$ cat src/rtl/jpeg_pixel_packer.sv
// rtl/jpeg_pixel_packer.sv - packs RGB pixels into OUT_W-bit words behind a small output FIFO
// Optional GREY8 luma path is built only when JPEG_PIXEL_PACKER_GREY_EN is defined.
module jpeg_pixel_packer #(
  parameter int OUT_W      = 32,
  parameter int FIFO_DEPTH = 4
) (
  input  logic               clk_i,
  input  logic               rst_i,
  input  logic               inport_valid_i,
  input  logic [15:0]        inport_width_i,
  input  logic [15:0]        inport_height_i,
  input  logic [15:0]        inport_pixel_x_i,
  input  logic [15:0]        inport_pixel_y_i,
  input  logic [7:0]         inport_pixel_r_i,
  input  logic [7:0]         inport_pixel_g_i,
  input  logic [7:0]         inport_pixel_b_i,
  input  logic [1:0]         cfg_mode_i,
  input  logic               outport_accept_i,
  output logic               inport_accept_o,
  output logic               outport_valid_o,
  output logic [OUT_W-1:0]   outport_data_o,
  output logic [OUT_W/8-1:0] outport_strb_o,
  output logic               outport_last_o,
  output logic               idle_o
);
  localparam int NB = OUT_W / 8;
  localparam int PW = $clog2(NB + 1);
  localparam int AW = $clog2(FIFO_DEPTH);
  localparam int CW = $clog2(FIFO_DEPTH + 1);

  typedef enum logic {S_IDLE, S_ACTIVE} state_t;

  state_t           state_q;
  logic [1:0]       mode_q;
  logic [OUT_W-1:0] acc_q;
  logic [PW-1:0]    pos_q;
  logic [OUT_W-1:0] fifo_data_q [FIFO_DEPTH];
  logic [NB-1:0]    fifo_strb_q [FIFO_DEPTH];
  logic [FIFO_DEPTH-1:0] fifo_last_q;
  logic [AW-1:0]    wr_ptr_q, rd_ptr_q;
  logic [CW-1:0]    count_q, count_d;
  logic             accept_q;

  logic [1:0]       mode_sel;
  logic [PW-1:0]    pix_bytes, fill;
  logic [31:0]      pix_word;
  logic [OUT_W-1:0] pix_ext, acc_d;
  logic [NB-1:0]    strb_d;
  logic             frame_end, pix_fire, push, pop;

`ifdef JPEG_PIXEL_PACKER_GREY_EN
  logic [15:0] luma_sum;
  logic [7:0]  luma;
  assign luma_sum = 16'd77 * {8'd0, inport_pixel_r_i} + 16'd150 * {8'd0, inport_pixel_g_i}
                  + 16'd29 * {8'd0, inport_pixel_b_i};
  assign luma = 8'(luma_sum >> 8);
`endif

  // The first pixel of a frame uses the live mode; the rest use the latched one.
  always_comb begin
    mode_sel  = (state_q == S_IDLE) ? cfg_mode_i : mode_q;
    pix_bytes = PW'(4);
    pix_word  = {8'h00, inport_pixel_r_i, inport_pixel_g_i, inport_pixel_b_i};
    case (mode_sel)
      2'd1: begin
        pix_bytes = PW'(2);
        pix_word  = {16'h0000, inport_pixel_r_i[7:3], inport_pixel_g_i[7:2], inport_pixel_b_i[7:3]};
      end
`ifdef JPEG_PIXEL_PACKER_GREY_EN
      2'd2: begin
        pix_bytes = PW'(1);
        pix_word  = {24'h000000, luma};
      end
`endif
      default: ;
    endcase
  end

  always_comb begin
    pix_ext       = '0;
    pix_ext[31:0] = pix_word;
    acc_d         = acc_q | (pix_ext << {pos_q, 3'b000});
    fill          = pos_q + pix_bytes;
    for (int i = 0; i < NB; i++) begin
      strb_d[i] = (PW'(i) < fill);
    end
  end

  assign frame_end = (inport_pixel_x_i == inport_width_i - 16'd1) &&
                     (inport_pixel_y_i == inport_height_i - 16'd1);
  assign pix_fire  = inport_valid_i && accept_q;
  assign push      = pix_fire && (frame_end || (fill == PW'(NB)));
  assign pop       = outport_valid_o && outport_accept_i;

  always_comb begin
    count_d = count_q;
    if (push && !pop)      count_d = count_q + CW'(1);
    else if (pop && !push) count_d = count_q - CW'(1);
  end

  always_ff @(posedge clk_i or negedge rst_i) begin
    if (!rst_i) begin
      state_q     <= S_IDLE;
      mode_q      <= 2'd0;
      acc_q       <= '0;
      pos_q       <= '0;
      wr_ptr_q    <= '0;
      rd_ptr_q    <= '0;
      count_q     <= '0;
      accept_q    <= 1'b0;
      fifo_last_q <= '0;
      for (int i = 0; i < FIFO_DEPTH; i++) begin
        fifo_data_q[i] <= '0;
        fifo_strb_q[i] <= '0;
      end
    end else begin
      if (pix_fire) begin
        if (state_q == S_IDLE) begin
          mode_q <= cfg_mode_i;
          if (!frame_end) state_q <= S_ACTIVE;
        end else if (frame_end) begin
          state_q <= S_IDLE;
        end
        if (push) begin
          fifo_data_q[wr_ptr_q] <= acc_d;
          fifo_strb_q[wr_ptr_q] <= strb_d;
          fifo_last_q[wr_ptr_q] <= frame_end;
          wr_ptr_q              <= wr_ptr_q + AW'(1);
          acc_q                 <= '0;
          pos_q                 <= '0;
        end else begin
          acc_q <= acc_d;
          pos_q <= fill;
        end
      end
      if (pop) rd_ptr_q <= rd_ptr_q + AW'(1);
      count_q  <= count_d;
      accept_q <= (count_d != CW'(FIFO_DEPTH));
    end
  end

  assign inport_accept_o = accept_q;
  assign outport_valid_o = (count_q != '0);
  assign outport_data_o  = fifo_data_q[rd_ptr_q];
  assign outport_strb_o  = fifo_strb_q[rd_ptr_q];
  assign outport_last_o  = fifo_last_q[rd_ptr_q];
  assign idle_o          = (state_q == S_IDLE) && (count_q == '0) && (pos_q == '0);
endmodule

$ cat config.mk
export PLATFORM = sky130hd
export DESIGN_NAME = jpeg_pixel_packer
export DESIGN_NICKNAME = d
export VERILOG_FILES = /design/src/rtl/jpeg_pixel_packer.sv
export SDC_FILE = /design/constraint.sdc
export NUM_CORES = 1
export LEC_CHECK = 0
export ABC_AREA = 1
export ABC_CLOCK_PERIOD_IN_PS = 6000
export CORE_MARGIN = 2
export CORE_UTILIZATION = 55
export CTS_BUF_LIST = sky130_fd_sc_hd__clkbuf_8
export DETAILED_ROUTE_END_ITERATION = 10
export MAX_ROUTING_LAYER = met4
export PLACE_DENSITY = 0.87
export SLEW_MARGIN = 10
export SYNTH_ARGS = -nofsm -noshare
export SYNTH_HDL_FRONTEND = slang
export SYNTH_SLANG_ARGS = --single-unit
$ cat constraint.sdc
create_clock -name clk_i -period 6 [get_ports clk_i]
set_clock_uncertainty 0.1 [all_clocks]
set_input_delay 1.2 -clock clk_i [delete_from_list [all_inputs] [get_ports clk_i]]
set_output_delay 1.2 -clock clk_i [all_outputs]
set_load 0.005 [all_outputs]
==> metrics.cfg <==
[floorplanning]
fp-row-count = 49
io_pins = 134
dieHeight_um = 140.0
die_area_um2 = 19590
core_area_um2 = 18020
initial_core_util = 0.5641
die_w_um = 140.0

[clocking]
htreeDepth = 4
cts_buffer_depth = 2
cts_setup_buffers = 0
clk_pin_slew_ns = 0.09
hold_buffers = 0
insertion_delay_ns = 0.48
cts_root_buffer = clkbuf_8
cts_resized = 0
cts_buffers = 17
cts_tree = done
cts_sinks = 189

[route]
drc = 0
drtIter0Drc = 866
vias = 9481
drt_pass1_iterations = 7
routed_wl_um = 25640
wl_per_cell_um = 15.16
postRouteAntennaNets = 0
routed_via_density = 5.603

[logic_synthesis]
synth_area_leaders = dfrtp_1 (47%), nand2_1 (16%), o21ai_0 (5.6%)
synthFlopType = dfrtp_1
synth_cell_type_count = 34
syn_area_um2 = 10170
ys_seq_area_frac = 0.4652
synth_edf_count = 0
postSynthCellCount = 1358
yosys_warnings = 0
synth_common_cells = nand2_1 (420), dfrtp_1 (189), inv_1 (125)
synth_most_common_cell = nand2_1
ys_ff_latch = 189
syn_nets = 1462
yosysTopAreaCellShare = 0.4652
syn_area_per_cell_um2 = 7.487
yosysTopAreaCell = dfrtp_1
async_flop_share = 1.000

[sta]
finalSetupViolations = 0
finalSetupTns_ns = 0
fin_crit_ns = 4.560
fin_crit_sh = 0.7600
grt_setup_unrepaired = no
final-hold-violation-count = 0
relSlewSlack = 0.2471
max_freq_mhz = 219.3
tightest_slew_ns = 1.129
drv_slew = 0

[global_route]
met2_usage = 0.4385
grt_overflow = 0
grt_max_degree = 114
busiest_layer = met2
grt_pass1_vias = 8866
gr-usage-met1 = 0.3618
grt_usage = 0.2764
gr-usage-met3 = 0.05197
antenna_found_initial = 0
grt_pass1_wl_um = 42540

[critical_path]
cp.arrival_ns = 4.85
rr_worst_depth = 16
crit_type = input port to flip-flop
path_max_fanout = 61
crit_path_end_kind = flip-flop
cp.required_ns = 6.29
crit_path_start_kind = input port

[layout]
nFillCells = 1518
n_antenna_cell = 0
area_growth_pct = 16.67
multiInputGateArea_um2 = 4579
seq_area_um2 = 4731
layout.nets = 1555
drive_above_1_share = 0.04580

[power]
cellPowerDensity_nw_per_um2 = 485.4
leakage_nw = 5.791
irDropWorstVdd_mv = 0.2817
power.total_mw = 5.758

[placement]
dp_hpwl_um = 17740
portBuffers = 133
gp_congestion = 0.9317

[min_path]
holdPathStages = 2
hp-class = flip-flop to flip-flop

[run_status]
outcome = finished, final reports clean

[run]
cap_violations = 0

cell type report:
cell class / instances / share of cell area
Inverter: 132 / 0.04177
Timing Repair Buffer: 141 / 0.1184
Tap cell: 229 / 0.02415
Multi-Input combinational cell: 970 / 0.3860
Clock inverter: 9 / 0.005274
Sequential cell: 189 / 0.3988
Clock buffer: 22 / 0.02552
worst max-delay path, cell delays in order:
cell and delay [ns]:
clkdlybuf4s50_1 0.46, nand2_1 0.05, o21ai_0 0.11, nand2_1 0.10, buf_4 0.22, inv_1 0.26, ha_1 0.22, xnor2_1 0.13
xor2_1 0.27, inv_1 0.16, nand2_1 0.11, nand2_2 0.08, nand2_4 0.23, nor2_4 0.12, inv_2 0.82, nand2_1 0.15
o21ai_1 0.14
cell usage in the layout (no fill, tap or decap), types with 2 or more instances in the layout:
cell             instances
nor2_2                   6
xor2_1                  17
dfrtp_1                188
clkinv_4                 2
nand2_1                420
clkinv_1                 2
nor2_1                 122
clkinvlp_4               3
xnor3_1                  3
o21ai_0                114
nand3_1                 67
ha_1                    10
nand2_2                  5
a21oi_1                 25
o22ai_1                 37
clkinv_2                 2
inv_1                  126
nand3b_1                 7
inv_2                    5
nand4_1                  4
a31oi_1                  3
nor2_4                   8
o21ai_1                100
xnor2_1                 13
buf_4                    7
clkbuf_8                22
clkdlybuf4s50_1        132
and2_1                   2
stage by stage:
| stage | hold WS (ns) | cells | util | setup WS, ns | cell area (um2) |
|---|---|---|---|---|---|
| after floorplan | 0.3366 | 1358 | - | 2.604 | 10170 |
| after detailed placement | 0.3534 | 1661 | 0.6376 | 1.008 | 11490 |
| after CTS | 0.3748 | 1692 | 0.6579 | 1.468 | 11860 |
| after global routing | 0.3936 | 1692 | 0.6581 | 1.111 | 11860 |
| final | 0.3702 | 1692 | 0.6581 | 1.440 | 11860 |
| after global placement | 0.3490 | 1661 | 0.6376 | 1.229 | 11490 |
routing by layer:
layer	up-vias	wire [um]
met5	-	0
met4	0	666
met3	61	2223
met2	451	11970
met1	4434	10780
li1	4535	-
report_power, final:
part	total (mW)	switching, mW	internal, mW
Clock	0.777	0.438	0.339
Combinational	2.86	1.72	1.14
Sequential	2.12	0.296	1.82
kinds of logic (layout without fill, tap and decap cells):
group / count (synthesis) / in the layout / synth area share
AO/OA/AOI/OAI: 279 / 279 / 0.1423
multiplexers: 1 / 1 / 0.0009845
flip-flops: 189 / 189 / 0.4652
buffers and inverters: 199 / 304 / 0.08516
AND/OR/NAND/NOR: 647 / 647 / 0.2616
XOR/XNOR: 33 / 33 / 0.03249
adder cells (fa/ha/maj): 10 / 10 / 0.01231
path summary, 6_finish.rpt:
path                                              from                          end  slack, ns
max                                      cfg_mode_i[0]  fifo_data_q[57]$_DFFE_PN0P_       1.44
min                        fifo_data_q[82]$_DFFE_PN0P_  fifo_data_q[82]$_DFFE_PN0P_       0.37
max reg2reg                        state_q$_DFFE_PN0P_  fifo_data_q[57]$_DFFE_PN0P_       2.06
min reg2reg                fifo_data_q[82]$_DFFE_PN0P_  fifo_data_q[82]$_DFFE_PN0P_       0.37
max in group asynchronous                        rst_i  fifo_data_q[31]$_DFFE_PN0P_       4.09
min in group asynchronous                        rst_i   fifo_strb_q[7]$_DFFE_PN0P_       0.75
state kept, by name, indices dropped and copies added (netlist names):
register and flops:
fifo_strb_q 12, mode_q 2, count_q 3, inport_accept_o 1
fifo_data_q 128, state_q 1, acc_q 32, fifo_last_q 4
pos_q 2, rd_ptr_q 2, wr_ptr_q 2
Note: power is estimated with default switching activity, not from simulation.
